--- config.mk ---
export PLATFORM = sky130hd
export DESIGN_NAME = panel_input_scanner_flat
export DESIGN_NICKNAME = d
export VERILOG_FILES = /design/src/rtl/panel_input_scanner_if.sv /design/src/rtl/panel_input_scanner.sv /design/src/flat_wrapper.sv
export SDC_FILE = /design/constraint.sdc
export NUM_CORES = 1
export LEC_CHECK = 0
export ABC_AREA = 1
export BUFFER_PORTS_ARGS = -buffer_cell sky130_fd_sc_hd__buf_2
export CAP_MARGIN = 20
export CORE_UTILIZATION = 60
export CTS_CLUSTER_DIAMETER = 60
export DETAILED_ROUTE_END_ITERATION = 10
export MAX_ROUTING_LAYER = met4
export PLACE_DENSITY = 0.88
export SLEW_MARGIN = 20
export SYNTH_ARGS = -nofsm -noshare
export SYNTH_HDL_FRONTEND = slang
export SYNTH_SLANG_ARGS = --single-unit
--- constraint.sdc ---
create_clock -name clk -period 5.9 [get_ports clk]
set_input_delay 0.295 -clock clk [delete_from_list [all_inputs] [get_ports clk]]
set_output_delay 0.295 -clock clk [all_outputs]
set_load 0.005 [all_outputs]
--- src/rtl/panel_input_scanner_if.sv ---
// panel_input_scanner_if: panel pins, register-file strobes and scanner outputs.
interface panel_input_scanner_if #(
   parameter int N_BUT = 13,
   parameter int N_ENC = 2,
   parameter int CNT_W = 8
);
   logic [N_BUT-1:0] but_n, but_evt_clr, but_state, but_evt;
   logic [N_ENC-1:0] enc_a, enc_b, enc_zero, enc_evt_clr, enc_evt, enc_err;
   logic [N_ENC*CNT_W-1:0] enc_count, enc_snap;
   logic snap, any_pressed, irq;
   modport master (
      output but_n, enc_a, enc_b, snap, enc_zero, but_evt_clr, enc_evt_clr,
      input but_state, any_pressed, but_evt, enc_count, enc_snap, enc_evt, enc_err, irq
   );
   modport slave (
      input but_n, enc_a, enc_b, snap, enc_zero, but_evt_clr, enc_evt_clr,
      output but_state, any_pressed, but_evt, enc_count, enc_snap, enc_evt, enc_err, irq
   );
endinterface

--- src/rtl/panel_input_scanner.sv ---
// panel_input_scanner: debounced buttons and filtered quadrature encoders with sticky events and irq.
// Define PANEL_ENC_X4_EN for x4 decode; the default build counts once per full cycle (x1).
module panel_input_scanner #(
   parameter int N_BUT = 13,
   parameter int N_ENC = 2,
   parameter int CNT_W = 8,
   parameter int ENC_FILT = 2,
   parameter int DB_DIV = 1000,
   parameter int DB_CNT = 8
) (
   input logic clk,
   input logic reset_n,
   panel_input_scanner_if.slave bus
);
   localparam int PW = $clog2(DB_DIV);
   localparam int DW = $clog2(DB_CNT + 1);
   localparam int FW = $clog2(ENC_FILT + 1);
   localparam int WW = $clog2(ENC_FILT + 3);
   localparam int NI = 2 * N_ENC;
   logic [N_BUT-1:0] but_s1, but_s2, but_st, but_ev, flip;
   logic [NI-1:0] enc_s1, enc_s2, enc_f;
   logic [FW-1:0] run [NI];
   logic [DW-1:0] db [N_BUT];
   logic [PW-1:0] pre;
   logic [WW-1:0] warm;
   logic [N_ENC-1:0] primed, chg, up, dn, ill, evt, err;
   logic [1:0] prev [N_ENC];
   logic [1:0] cur [N_ENC];
   logic [CNT_W-1:0] cnt [N_ENC];
   logic [CNT_W-1:0] snp [N_ENC];
   logic tick, prime, irq_r;
   // Quadrature position along the forward sequence 00->10->11->01 for {A,B}
   function automatic logic [1:0] pos(input logic [1:0] ab);
      return {ab[0], ab[1] ^ ab[0]};
   endfunction
   assign tick = pre == PW'(DB_DIV - 1);
   assign prime = warm == WW'(ENC_FILT + 2);
   always_comb begin
      flip = '0;
      chg = '0;
      up = '0;
      dn = '0;
      ill = '0;
      for (int i = 0; i < N_BUT; i++)
         flip[i] = tick && (!but_s2[i] != but_st[i]) && db[i] == DW'(DB_CNT - 1);
      for (int i = 0; i < N_ENC; i++) begin
         cur[i] = {enc_f[i], enc_f[N_ENC + i]};
         chg[i] = primed[i] && cur[i] != prev[i];
         ill[i] = chg[i] && (pos(cur[i]) - pos(prev[i])) == 2'd2;
`ifdef PANEL_ENC_X4_EN
         up[i] = chg[i] && (pos(cur[i]) - pos(prev[i])) == 2'd1;
         dn[i] = chg[i] && (pos(cur[i]) - pos(prev[i])) == 2'd3;
`else
         up[i] = chg[i] && (pos(cur[i]) - pos(prev[i])) == 2'd1 && cur[i] == 2'b00;
         dn[i] = chg[i] && (pos(cur[i]) - pos(prev[i])) == 2'd3 && prev[i] == 2'b00;
`endif
      end
   end
   always_ff @(posedge clk or negedge reset_n)
      if (!reset_n) begin
         but_s1 <= '1;
         but_s2 <= '1;
         enc_s1 <= '0;
         enc_s2 <= '0;
         enc_f <= '0;
         pre <= '0;
         warm <= '0;
         primed <= '0;
         but_st <= '0;
         but_ev <= '0;
         evt <= '0;
         err <= '0;
         irq_r <= 1'b0;
         for (int i = 0; i < N_BUT; i++) db[i] <= '0;
         for (int i = 0; i < NI; i++) run[i] <= '0;
         for (int i = 0; i < N_ENC; i++) begin
            prev[i] <= '0;
            cnt[i] <= '0;
            snp[i] <= '0;
         end
      end else begin
         but_s1 <= bus.but_n;
         but_s2 <= but_s1;
         enc_s1 <= {bus.enc_b, bus.enc_a};
         enc_s2 <= enc_s1;
         pre <= tick ? '0 : pre + 1'b1;
         warm <= prime ? warm : warm + 1'b1;
         for (int i = 0; i < N_BUT; i++)
            if (tick) db[i] <= (!but_s2[i] == but_st[i] || flip[i]) ? '0 : db[i] + 1'b1;
         but_st <= but_st ^ flip;
         but_ev <= (but_ev & ~bus.but_evt_clr) | (flip & ~but_st);
         for (int i = 0; i < NI; i++)
            if (enc_s2[i] == enc_f[i]) run[i] <= '0;
            else if (run[i] == FW'(ENC_FILT - 1)) begin
               enc_f[i] <= enc_s2[i];
               run[i] <= '0;
            end else run[i] <= run[i] + 1'b1;
         // First sample after the filters settle becomes the reference without counting
         for (int i = 0; i < N_ENC; i++) begin
            if (prime && !primed[i]) begin
               prev[i] <= cur[i];
               primed[i] <= 1'b1;
            end else if (chg[i]) prev[i] <= cur[i];
            cnt[i] <= bus.enc_zero[i] ? '0 : up[i] ? cnt[i] + 1'b1 : dn[i] ? cnt[i] - 1'b1 : cnt[i];
            if (bus.snap) snp[i] <= cnt[i];
         end
         evt <= (evt & ~bus.enc_evt_clr) | ((up | dn) & ~bus.enc_zero);
         err <= (err & ~bus.enc_evt_clr) | ill;
         irq_r <= |but_ev || |evt;
      end
   assign bus.but_state = but_st;
   assign bus.any_pressed = |but_st;
   assign bus.but_evt = but_ev;
   assign bus.enc_evt = evt;
   assign bus.enc_err = err;
   assign bus.irq = irq_r;
   for (genvar c = 0; c < N_ENC; c++) begin : g_pack
      assign bus.enc_count[c*CNT_W +: CNT_W] = cnt[c];
      assign bus.enc_snap[c*CNT_W +: CNT_W] = snp[c];
   end
endmodule

--- src/flat_wrapper.sv ---
// flat-port wrapper written by rule: the top's interface ports become plain ports
module panel_input_scanner_flat 
#(
   parameter int N_BUT = 13,
   parameter int N_ENC = 2,
   parameter int CNT_W = 8,
   parameter int ENC_FILT = 2,
   parameter int DB_DIV = 1000,
   parameter int DB_CNT = 8
)
  (clk, reset_n, bus_but_n, bus_enc_a, bus_enc_b, bus_snap, bus_enc_zero, bus_but_evt_clr, bus_enc_evt_clr, bus_but_state, bus_any_pressed, bus_but_evt, bus_enc_count, bus_enc_snap, bus_enc_evt, bus_enc_err, bus_irq);
  panel_input_scanner_if #(.N_BUT(N_BUT), .N_ENC(N_ENC), .CNT_W(CNT_W)) bus_i ();
  input logic clk;
  input logic reset_n;
  input wire logic [$bits(bus_i.but_n)-1:0] bus_but_n;
  input wire logic [$bits(bus_i.enc_a)-1:0] bus_enc_a;
  input wire logic [$bits(bus_i.enc_b)-1:0] bus_enc_b;
  input wire logic [$bits(bus_i.snap)-1:0] bus_snap;
  input wire logic [$bits(bus_i.enc_zero)-1:0] bus_enc_zero;
  input wire logic [$bits(bus_i.but_evt_clr)-1:0] bus_but_evt_clr;
  input wire logic [$bits(bus_i.enc_evt_clr)-1:0] bus_enc_evt_clr;
  output wire logic [$bits(bus_i.but_state)-1:0] bus_but_state;
  output wire logic [$bits(bus_i.any_pressed)-1:0] bus_any_pressed;
  output wire logic [$bits(bus_i.but_evt)-1:0] bus_but_evt;
  output wire logic [$bits(bus_i.enc_count)-1:0] bus_enc_count;
  output wire logic [$bits(bus_i.enc_snap)-1:0] bus_enc_snap;
  output wire logic [$bits(bus_i.enc_evt)-1:0] bus_enc_evt;
  output wire logic [$bits(bus_i.enc_err)-1:0] bus_enc_err;
  output wire logic [$bits(bus_i.irq)-1:0] bus_irq;
  assign bus_i.but_n = bus_but_n;
  assign bus_i.enc_a = bus_enc_a;
  assign bus_i.enc_b = bus_enc_b;
  assign bus_i.snap = bus_snap;
  assign bus_i.enc_zero = bus_enc_zero;
  assign bus_i.but_evt_clr = bus_but_evt_clr;
  assign bus_i.enc_evt_clr = bus_enc_evt_clr;
  assign bus_but_state = bus_i.but_state;
  assign bus_any_pressed = bus_i.any_pressed;
  assign bus_but_evt = bus_i.but_evt;
  assign bus_enc_count = bus_i.enc_count;
  assign bus_enc_snap = bus_i.enc_snap;
  assign bus_enc_evt = bus_i.enc_evt;
  assign bus_enc_err = bus_i.enc_err;
  assign bus_irq = bus_i.irq;
  panel_input_scanner #(.N_BUT(N_BUT), .N_ENC(N_ENC), .CNT_W(CNT_W), .ENC_FILT(ENC_FILT), .DB_DIV(DB_DIV), .DB_CNT(DB_CNT)) u_core (.clk(clk), .reset_n(reset_n), .bus(bus_i));
endmodule
Word level (Yosys, flattened, before mapping)
Index checks and enable logic that the tools add are counted.
{"block": "op_classes", "muxes": 32, "n_bitwise": 22, "n_addsub": 25, "n_reduce_logical": 84, "eq_ne": 57}
{"operator": "4-bit by 1-bit adder with 4-bit output, second input constant", "count": 13}
{"operator": "4-bit by 3-bit == test with 1-bit output, second input constant", "count": 13}
{"operator": "4-bit two-way mux", "count": 13}
{"operator": "8-bit two-way mux", "count": 6}
{"operator": "1-bit logical AND", "count": 40}
{"operator": "13-bit AND", "count": 2}
{"operator": "13-bit inverter", "count": 2}
{"operator": "13-bit OR reduction", "count": 2}
{"operator": "2-bit two-way mux", "count": 12}
{"operator": "1-bit == test", "count": 17}
{"operator": "8-bit by 1-bit adder with 8-bit output, second input constant", "count": 2}
{"operator": "8-bit by 1-bit subtractor with 8-bit output, second input constant", "count": 2}
{"operator": "1-bit logical NOT", "count": 15}
{"operator": "1-bit logical OR", "count": 14}
{"operator": "1-bit inequality test", "count": 13}
{"operator": "13-bit bitwise OR", "count": 1}
{"operator": "13-bit XOR", "count": 1}
{"operator": "2-bit by 1-bit == test with 1-bit output, second input constant", "count": 6}
{"operator": "10-bit by 1-bit adder with 10-bit output, second input constant", "count": 1}
{"operator": "10-bit == test, second input constant", "count": 1}
{"operator": "10-bit two-way mux", "count": 1}
{"operator": "2-bit by 1-bit adder with 2-bit output, second input constant", "count": 4}
{"operator": "2-bit == test, second input constant", "count": 4}
{"operator": "2-bit logical NOT", "count": 4}
{"operator": "other kinds (13)", "count": 31}
{"block": "totals", "output_inout_bits": 64, "ff_bits": 180, "input_bits": 37, "word_cells": 260}

Longest topological paths before layout
Gate-level depths: netlist of run 1.
{"block": "logic_depth", "depth_word": 8, "depth_mapped": 17, "depth_no_buf": 17}

Worst setup path before layout of run 1
OpenSTA, ideal clock, no wires.
{"block": "synth_timing", "path_kind": "reg-to-reg", "startpoint": "reg u_core.enc_f[3]", "endpoint": "reg u_core.cnt (netlist bit u_core.bus.enc_count[14])", "path_slack_ns": 3.248, "synth_period_minus_slack_ns": 2.652, "path_buffers": 0, "setup_ns": 0.117, "required_time_ns": 5.783, "path_stages_with_launch": 17, "arrival_ns": 2.534, "cell_sequence": "dfrtp_1 > inv_2 > ha_1 > inv_1 > ha_1 > inv_1 > nand3_2 > nand2_1 > nor2_1 > nand2_1 > ha_1 > a21oi_1 > or2_2 > nand3_1 > or2_2 > nand3_1 > nand2_1"}
{"block": "synth_between", "elab_chain_len": 7, "elab_cells_between_ends": 14, "cone_classes": "add/sub (1); eq/ne (3); mux (2); bitwise (1); reduce/logical (7)"}
{"element": "start, declared", "line": "panel_input_scanner.sv:21", "rtl": "logic [NI-1:0] enc_s1, enc_s2, enc_f;"}
{"element": "start signal, assigned by index", "line": "panel_input_scanner.sv:95", "rtl": "enc_f[i] <= enc_s2[i];"}
{"element": "1-bit XOR", "line": "panel_input_scanner.sv:34", "rtl": "return {ab[0], ab[1] ^ ab[0]};"}
{"element": "2-bit subtractor", "line": "panel_input_scanner.sv:54, panel_input_scanner.sv:55"}
{"element": "2-bit by 1-bit == test with 1-bit output", "line": "panel_input_scanner.sv:54", "rtl": "up[i] = chg[i] && (pos(cur[i]) - pos(prev[i])) == 2'd1 && cur[i] == 2'b00;"}
{"element": "1-bit logical AND (2 in a row)", "line": "panel_input_scanner.sv:54"}
{"element": "8-bit two-way mux (2 in a row)", "line": "panel_input_scanner.sv:104", "rtl": "cnt[i] <= bus.enc_zero[i] ? '0 : up[i] ? cnt[i] + 1'b1 : dn[i] ? cnt[i] - 1'b1 : cnt[i];"}
{"element": "end signal, assigned by index", "line": "panel_input_scanner.sv:104"}
{"element": "end, declared", "line": "panel_input_scanner.sv:29", "rtl": "logic [CNT_W-1:0] cnt [N_ENC];"}
Parallel ways exist; a longest one is shown, timed or not.
A chain may end at the register's enable or synchronous reset.

Worst setup path after layout of run 1
Ends and elaborated chain as after synthesis.

==> results of run 1 <==
stage by stage:
step                power, mW  hold WS (ps)
floorplan               2.310       -0.5911
global placement        2.546         331.3
detailed placement      2.606         335.8
CTS                     3.746         16.28
global route            3.963         30.40
finish                  3.734        -7.781
sequential cells by signal, summed over array words and instances, names as in the netlist, 4 cells and up:
| signal | flops |
|---|---|
| u_core.prev | 4 |
| u_core.bus.but_state | 13 |
| u_core.bus.but_evt | 13 |
| u_core.enc_f | 4 |
| u_core.bus.enc_snap | 16 |
| u_core.enc_s1 | 4 |
| u_core.bus.enc_count | 16 |
| u_core.but_s2 | 13 |
| u_core.but_s1 | 13 |
| u_core.run | 8 |
| u_core.enc_s2 | 4 |
| u_core.db | 52 |
| u_core.pre | 10 |
report_power, final:
part	leakage (nW)	internal (mW)	total (mW)	switching, mW
clock network	0.284	0.638	1.12	0.484
registers	2.33	1.37	1.46	0.0946
logic	2.34	0.440	1.15	0.711
total	4.95	2.44	3.73	1.29
kinds of logic after synthesis:
kind of cell	after synthesis
mux	10
xor+xnor	38
compound gates	137
flops	180
simple gates	341
fa+ha+maj	49
buf+inv	137
critical path, stage by stage (launching register included):
cell	delay (ps)
dfrtp_1	430
inv_2	90
ha_1	280
inv_1	60
ha_1	170
inv_1	60
nand3_2	80
nand2_1	90
nor2_1	150
nand2_1	200
ha_1	420
a21oi_1	230
or2_2	140
nand3_1	70
or2_2	280
nand3_1	80
nand2_1	50
routing by layer:
layer	up-vias	routed length [um]	share of wire
li1	3138	-	-
met1	3072	7314	0.43
met2	158	8468	0.50
met3	34	756	0.045
met4	0	419	0.025
met5	-	0	0
area by class of cell:
class,count,area share
Timing Repair Buffer,119,0.06919
Inverter,122,0.04579
Multi-Input combinational cell,575,0.3501
Sequential cell,180,0.4536
Antenna cell,1,0.0002502
Clock buffer,18,0.04391
Clock inverter,14,0.01464
Tap cell,180,0.02252
cells in the final DEF (no fill, tap or decap), types with 7 or more instances in the layout:
cell and instances:
nor4_1 7, nand3_2 12, buf_2 99, nor3b_1 13, or2_0 9, a21oi_1 61, dfstp_2 26, clkbuf_16 17
inv_1 118, xnor2_1 20, or2_2 10, nand3_1 46, ha_1 47, o21ai_1 36, mux2_2 10, xor2_1 18
o21ai_0 22, o21bai_1 13, dfrtp_1 154, dlygate4sd3_1 17, nand2_1 170, nor3_1 10, nor2_1 38
how the worst max path moves through the flow:
stage                               start                  endpoint  slack, ps  cells after the start
after global placement    u_core.enc_f[3]  u_core.bus.enc_count[14]       3120                     16
final                     u_core.enc_f[3]  u_core.bus.enc_count[14]       2910                     16
after detailed placement  u_core.enc_f[3]  u_core.bus.enc_count[14]       2970                     16
after floorplan           u_core.enc_f[3]  u_core.bus.enc_count[14]       3250                     16
after CTS                 u_core.enc_f[3]  u_core.bus.enc_count[14]       2940                     16
after global routing      u_core.enc_f[3]  u_core.bus.enc_count[14]       2730                     16
what timing repair did:
| action | 4_1_cts | 5_1_grt |
|---|---|---|
| setup buffers | 0 | 0 |
| endpoints found under the hold margin | 17 | 0 |
| hold buffers | 17 | 0 |
==> flow_summary.yaml, run 1 <==
outcome:
  failed_checks: "hold timing"
  outcome: "complete, but fails checks"
synthesis:
  yosys_warnings: 0
  synth_top_family_by_area: "simple AND/OR/NAND/NOR gates"
  synthTopCellsByCount: "170 x nand2_1, 154 x dfrtp_1, 118 x inv_1"
  synth-compound-area-share: 0.08485
  yosysMostFrequentCell: "nand2_1"
  synthMuxAreaShare: 0.01314
  synthSimpleGateAreaFrac: 0.1985
  synth_cells: 892
  yosys-top-cells-area: "dfrtp_1 45%, dfstp_2 8.0%, nand2_1 7.4%, ha_1 6.9%, inv_1 5.2%"
  synth-seq-cells: 180
  synthesis.area_mm2: 0.008567
  async_flop_share: 1.000
  synth_top_cell_by_area: "dfrtp_1"
  ys_seq_area_frac: 0.5296
  synth_cell_type_count: 35
  synth_edf_count: 0
  synth_xor_xnor_area_share: 0.03885
  synth.top_cell.area_share: 0.4498
  synth_ff_type: "dfrtp_1"
  synth_fa_ha_area_frac: 0.07332
  synth_nets: 978
  postSynthAreaPerCell_um2: 9.604
placement:
  io_buffers: 100
  placed_area_mm2: 0.009243
  finalWeightedCongestion: 0.9231
  place_inst: 1159
  hpwl_um: 11530
  pre_cts_ws_ps: 2970
worst_setup_path:
  r2r_cells: 16
  crit_required_ps: 6220
  timing.rr.end: "u_core.bus.enc_count[14]"
  crit_fanout: 7
  endpoint_kind: "flop"
  crit_type: "reg -> reg"
  reg2reg_from: "u_core.enc_f[3]"
  reg2reg_slack_ps: 2910
  worstSetupStartpointType: "flop"
  arrival_ps: 3310
flow_run:
  maxCapViolations: 0
global_route:
  antenna_found_initial: 1
  grt_util_met1: 0.3212
  global_route.usage.met2: 0.4208
  grt_max_degree: 111
  grt_remaining_overflow: 0
  use_met3: 0.05216
  first_global_vias: 6321
  grt_pass1_wl_um: 28900
  busiest_layer: "met2"
  grt.total_usage: 0.2605
final_layout:
  design_area_mm2: 0.01000
  drive_above_1_share: 0.2111
  final-seq-area_mm2: 0.004537
  multiInputGateArea_mm2: 0.003501
  fin_util: 0.7205
  fin_cells: 1209
  final_nets: 1101
  syn_to_final_growth_pct: 16.74
  nFillCells: 965
timing:
  setup_ws_ps: 2911
  hold_viol: 2
  finalSetupTns_ps: 0
  slew_viol_final: 0
  slew_headroom: 0.3511
  fmax_ghz: 0.3345
  whs_ps: -7.781
  fin_crit_sh: 0.5067
  rsz0062_at_grt: "no"
  tightest_slew_ps: 973.3
  fin_crit_ps: 2989
  finalClockSkew_ps: 6.572
  finalSetupViolations: 0
floorplan:
  core_area_mm2: 0.01388
  fp.dieH_um: 121.5
  die_area_mm2: 0.01476
  die_x_um: 121.5
  start_util: 0.6172
  io_pins: 101
  rows: 43
clocking:
  ctsResizeCount: 0
  cts_tree: "done"
  htree_num_levels: 4
  root_buffer: "clkbuf_16"
  clock_latency_ps: 430
  clockBufferDepth: 2
  cts.clk_slew.worst_paths_ps: 60
  numCtsBuffers: 17
  cts.sinks: 180
routing:
  drc: 0
  wirelength_um: 16960
  wl_per_cell_um: 14.03
  via_per_inst: 5.295
  ant_nets: 0
  dr.pass1.iters: 5
  drtIter0Drc: 515
  vias: 6402
min_path:
  hp-class: "in -> async"
power_and_ir_drop:
  powerDensity_mw_per_mm2: 373.4
  leakage_nw: 4.950
  vdd_ir_drop_max_mv: 0.3911
Power figures use the tool's default switching activity.
==> inputs of run 2 (changes only) <==
ABC_AREA = 0   (was 1)
CORE_UTILIZATION = 58   (was 60)
PLACE_DENSITY = 0.86   (was 0.88)
clock period = 3 ns   (was 5.9 ns; I/O delays follow)
==> flow_summary.yaml, run 2 <==
routing:
  wirelength_um: 19650
  via_per_inst: 5.693
  ant_nets: 0
  drtIter0Drc: 300
  vias: 6592
  dr.pass1.iters: 5
  wl_per_cell_um: 16.96
  drc: 0
timing:
  fin_crit_ps: 3075
  slew_headroom: 0.5089
  setup_ws_ps: -75.32
  tightest_slew_ps: 729.9
  whs_ps: 10.87
  finalClockSkew_ps: 6.331
  slew_viol_final: 0
  fmax_ghz: 0.3252
  finalSetupViolations: 3
  hold_viol: 0
  rsz0062_at_grt: "yes"
  fin_crit_sh: 1.025
clocking:
  cts.sinks: 180
  numCtsBuffers: 17
  clockBufferDepth: 2
  cts_tree: "done"
  cts.clk_slew.worst_paths_ps: 60
  root_buffer: "clkbuf_16"
  htree_num_levels: 4
  clock_latency_ps: 430
final_layout:
  final_nets: 1051
  layout_common_cells: "154 x dfrtp_1, 99 x buf_2, 81 x o21ai_0"
  largest_register: "u_core.db"
  diodes: 0
  syn_to_final_growth_pct: 25.56
  drive_above_1_share: 0.2679
  layout_commonest_cell: "dfrtp_1"
  multiInputGateArea_mm2: 0.003859
  final-seq-area_mm2: 0.004537
  nFillCells: 889
  largest_reg_flops: 52
placement:
  io_buffers: 100
  hpwl_um: 12010
  finalWeightedCongestion: 0.8999
floorplan:
  io_pins: 101
  fp.dieH_um: 122.4
  rows: 43
  start_util: 0.6008
  die_x_um: 122.4
  core_area_mm2: 0.01399
  die_area_mm2: 0.01498
synthesis:
  synth.top_cell.area_share: 0.4585
  postSynthAreaPerCell_um2: 10.54
  synth_cells: 797
  yosys_warnings: 0
  yosysMostFrequentCell: "dfrtp_1"
  async_flop_share: 1.000
  synth_nets: 883
  ys_seq_area_frac: 0.5398
  synth_top_cell_by_area: "dfrtp_1"
  synthTopCellsByCount: "154 x dfrtp_1, 83 x o21ai_0, 68 x inv_1"
  yosys-top-cells-area: "dfrtp_1 46%, dfstp_2 8.1%, ha_1 7.0%, o21ai_0 4.9%, nand3_1 3.8%"
  synth-seq-cells: 180
  synthesis.area_mm2: 0.008404
  synth_edf_count: 0
  synth_cell_type_count: 46
  synth_ff_type: "dfrtp_1"
power_and_ir_drop:
  total_power_mw: 9.069
  leakage_nw: 5.108
  vdd_ir_drop_max_mv: 0.6986
  powerDensity_mw_per_mm2: 859.4
worst_setup_path:
  cp_num_buf_inv: 2
  crit_type: "reg -> reg"
  critPathLaunch: "u_core.prev[3]"
  crit_family: "multiplexers"
  worstSetupStartpointType: "flop"
  crit_required_ps: 3320
  arrival_ps: 3390
  endpoint_kind: "flop"
  path_cells: "inv_1 > ha_1 > ha_4 > nand2b_4 > mux2_4 > nor2_4 > clkinv_4 > ha_4 > a21o_1 > nand3_1 > and3b_1 > mux2i_1 > mux2_1"
  reg2reg_from: "u_core.prev[3]"
  max_stage_delay_ps: 380
  crit_slowest_cell: "dfrtp_1"
  crit_fanout: 6
  path_common_cell: "ha_4"
outcome:
  failed_checks: "setup timing"
  outcome: "complete, but fails checks"
global_route:
  grt_pass1_wl_um: 29750
  antenna_found_initial: 0
  first_global_vias: 6259
  grt_remaining_overflow: 0
  grt.total_usage: 0.2680
  grt_max_degree: 74
flow_run:
  maxCapViolations: 0
min_path:
  hp-class: "in -> reg"
  hold_path_startpoint: "bus_but_evt_clr[7]"
[run 2: logic make-up (layout without fill, tap and decap cells)]
group,count (synthesis),after routing,synth area share
AND/OR/NAND/NOR,253,253,0.1505
flip-flops,180,180,0.5398
AO/OA/AOI/OAI,150,150,0.1029
buffers and inverters,86,267,0.03990
XOR/XNOR,51,51,0.05493
adder cells (fa/ha/maj),49,49,0.07474
multiplexers,28,28,0.03722
[run 2: per-stage QoR]
stage	worst slack, ps	cell area [um2]	TNS (ps)	utilization	instances
global route	-178.5	10550	-776.4	0.7544	1158
finish	-75.32	10550	-143.4	0.7544	1158
CTS	14.86	10280	0	0.7346	1143
detailed placement	-61.86	9313	-84.81	0.6657	1080
floorplan	15.18	8484	0	-	797
global placement	53.03	9313	0	0.6657	1080
[run 2: what timing repair did]
action	CTS	global route
resized for setup	14	31
hold buffers	29	0
hold endpoints to repair	93	0
pin swaps	4	17
buffers inserted	2	15
endpoints found under the setup margin	3	6
[run 2: final timing paths]
kind	end	slack (ps)	depth (start not counted)
max in group asynchronous	u_core.but_s1[6]	1820	3
hold / removal	u_core.bus.but_evt[7]	10	3
setup reg to reg	u_core.bus.enc_count[7]	-80	13
hold reg to reg	u_core.enc_s2[0]	350	0
setup / recovery	u_core.bus.enc_count[7]	-80	13
min in group asynchronous	u_core.bus.but_evt[2]	290	2
[run 2: final cells by class]
cell class	instances	area share
Sequential cell	180	0.4299
Multi-Input combinational cell	531	0.3657
Timing Repair Buffer	167	0.1041
Clock buffer	20	0.04138
Inverter	68	0.02514
Tap cell	180	0.02134
Clock inverter	12	0.01245
[run 2: worst min-delay path, stage by stage]
cell and delay (ps):
buf_2 110, inv_1 40, a21o_1 100
[run 2: where the power goes]
part           switching, mW  internal (mW)  total [mW]
sequential             0.186           2.66        2.84
combinational           2.03           2.03        4.06
clock                  0.935           1.23        2.16
total                   3.15           5.91        9.07
[run 2: routing by layer]
metal,global-route usage,part of all wire,vias to the layer above
li1,-,-,3092
met1,0.3217,0.41,3245
met2,0.4438,0.52,210
met3,0.05390,0.048,45
met4,0.1075,0.027,0
met5,-,0,-
==> inputs of run 3 (changes only) <==
CORE_UTILIZATION = 53   (was 58)
PLACE_DENSITY = 0.83   (was 0.86)
clock period = 2.65 ns   (was 3 ns; I/O delays follow)
==> flow_summary.yaml, run 3 (same netlist as run 2, synthesis figures left out) <==
worst_setup_path:
  path_common_cell: "ha_4"
  reg2reg_slack_ps: -310
  path_cells: "inv_2 > ha_4 > inv_4 > ha_4 > xor3_1 > nand2b_4 > or2_4 > ha_4 > nand3_2 > a21oi_1 > and3b_1 > mux2i_1 > mux2_2"
  crit_slowest_cell: "dfrtp_1"
  timing.rr.end: "u_core.bus.enc_count[15]"
  reg2reg_from: "u_core.enc_f[1]"
  max_stage_delay_ps: 390
  crit_type: "reg -> reg"
  crit_required_ps: 2970
  endpoint_kind: "flop"
  arrival_ps: 3280
  crit_family: "simple AND/OR/NAND/NOR gates"
  worstSetupStartpointType: "flop"
  r2r_cells: 13
  crit_fanout: 8
  cp_num_buf_inv: 2
timing:
  hold_viol: 0
  tightest_slew_ps: 655.6
  setup_ws_ps: -306.6
  finalClockSkew_ps: 9.260
  slew_headroom: 0.5589
  finalSetupViolations: 4
  fin_crit_ps: 2957
  fmax_ghz: 0.3382
  fin_crit_sh: 1.116
  rsz0062_at_grt: "yes"
  finalSetupTns_ps: -1077
  slew_viol_final: 0
power_and_ir_drop:
  seq_power_share: 0.304
  power_frac_comb: 0.447
  switchingPower_mw: 3.499
  leakage_nw: 5.261
  p_int_mw: 7.015
  switching_share: 0.3328
  powerDensity_mw_per_mm2: 966.4
  vdd_ir_drop_max_mv: 0.6515
  total_power_mw: 10.51
  p_clk_frac: 0.249
global_route:
  grt_max_degree: 79
  antenna_found_initial: 0
  grt_pass1_wl_um: 30030
  first_global_vias: 6421
  grt.total_usage: 0.2445
  grt_remaining_overflow: 0
clocking:
  clock_latency_ps: 430
  numCtsBuffers: 17
  cts_tree: "done"
  cts.sinks: 180
  cts.clk_slew.worst_paths_ps: 70
  htree_num_levels: 4
  clockBufferDepth: 2
  root_buffer: "clkbuf_16"
final_layout:
  nFillCells: 1059
  drive_above_1_share: 0.2869
  largest_register: "u_core.db"
  final-seq-area_mm2: 0.004537
  layout_commonest_cell: "dfrtp_1"
  final_nets: 1077
  largest_reg_flops: 52
  multiInputGateArea_mm2: 0.003866
  syn_to_final_growth_pct: 29.46
  layout_common_cells: "154 x dfrtp_1, 99 x buf_2, 81 x o21ai_0"
  diodes: 0
routing:
  dr.pass1.iters: 4
  ant_nets: 0
  wirelength_um: 18290
  via_per_inst: 5.341
  vias: 6489
  drc: 0
  drtIter0Drc: 317
  wl_per_cell_um: 15.06
outcome:
  failed_checks: "setup timing"
  outcome: "complete, but fails checks"
floorplan:
  start_util: 0.5488
  io_pins: 101
  rows: 45
  die_area_mm2: 0.01636
  die_x_um: 127.9
  fp.dieH_um: 127.9
  core_area_mm2: 0.01531
placement:
  hpwl_um: 11920
  finalWeightedCongestion: 0.8267
  io_buffers: 100
flow_run:
  maxCapViolations: 0
min_path:
  hp-class: "in -> async"
-- run 3: changes by cell type in the layout (fill, tap and decap cells not counted), sizes merged --
| cell | previous run | this run |
|---|---|---|
| buf | 138 | 158 |
| inv | 69 | 71 |
| bufinv | 2 | 3 |
| dlygate4sd3 | 29 | 35 |
| clkinvlp | 4 | 5 |
| clkbuf | 20 | 18 |
| clkinv | 5 | 3 |
-- run 3: worst max-delay path by stage --
stage | startpoint | endpoint | slack (ps) | cells after the start
after floorplan | u_core.enc_f[3] | u_core.bus.enc_count[15] | -230 | 14
after global placement | u_core.enc_f[1] | u_core.bus.enc_count[15] | -190 | 13
after detailed placement | u_core.enc_f[1] | u_core.bus.enc_count[15] | -260 | 13
after CTS | u_core.enc_f[1] | u_core.bus.enc_count[15] | -270 | 13
after global routing | u_core.enc_f[3] | u_core.bus.enc_count[15] | -390 | 13
final | u_core.enc_f[1] | u_core.bus.enc_count[15] | -310 | 13
-- run 3: power groups by stage --
stage / clock (mW) / combinational (mW) / sequential [mW]
detailed placement: 0 / 3.86 / 3.23
global route: 2.79 / 5.08 / 3.22
finish: 2.62 / 4.70 / 3.20
global placement: 0 / 3.72 / 3.22
floorplan: 0 / 2.66 / 3.24
CTS: 2.66 / 4.15 / 3.19
-- run 3: area by class of cell --
type	count	share of cell area
clock inverters	14	0.01621
well taps	211	0.02426
multi-input cells	531	0.3553
clock buffers	18	0.04036
repair buffers	193	0.1225
inverters	68	0.02438
flip-flops and latches	180	0.4170
-- run 3: layer usage --
metal	share of wire	global-route usage	vias to the layer above
met5	0	-	-
met4	0.025	0.1031	0
met3	0.043	0.05885	34
met2	0.51	0.4089	146
met1	0.42	0.2821	3167
li1	-	-	3142
-- run 3: repair_timing --
action,4_1_cts,5_1_grt
setup buffers,5,8
pin swaps,9,9
hold endpoints to repair,100,0
resized for setup,10,18
hold buffers,35,0
endpoints found under the setup margin,5,9
-- run 3: metrics by stage --
stage | cells | hold WS, ps | area (um2) | setup slack, ps | util
finish | 1215 | 248.2 | 10880 | -306.6 | 0.7105
global route | 1215 | 255.5 | 10880 | -386.2 | 0.7105
CTS | 1207 | 228.9 | 10740 | -267.2 | 0.7013
detailed placement | 1135 | 160.4 | 9692 | -263.7 | 0.6328
global placement | 1135 | 154.2 | 9692 | -194.3 | 0.6328
floorplan | 797 | -163.1 | 8638 | -226.6 | -
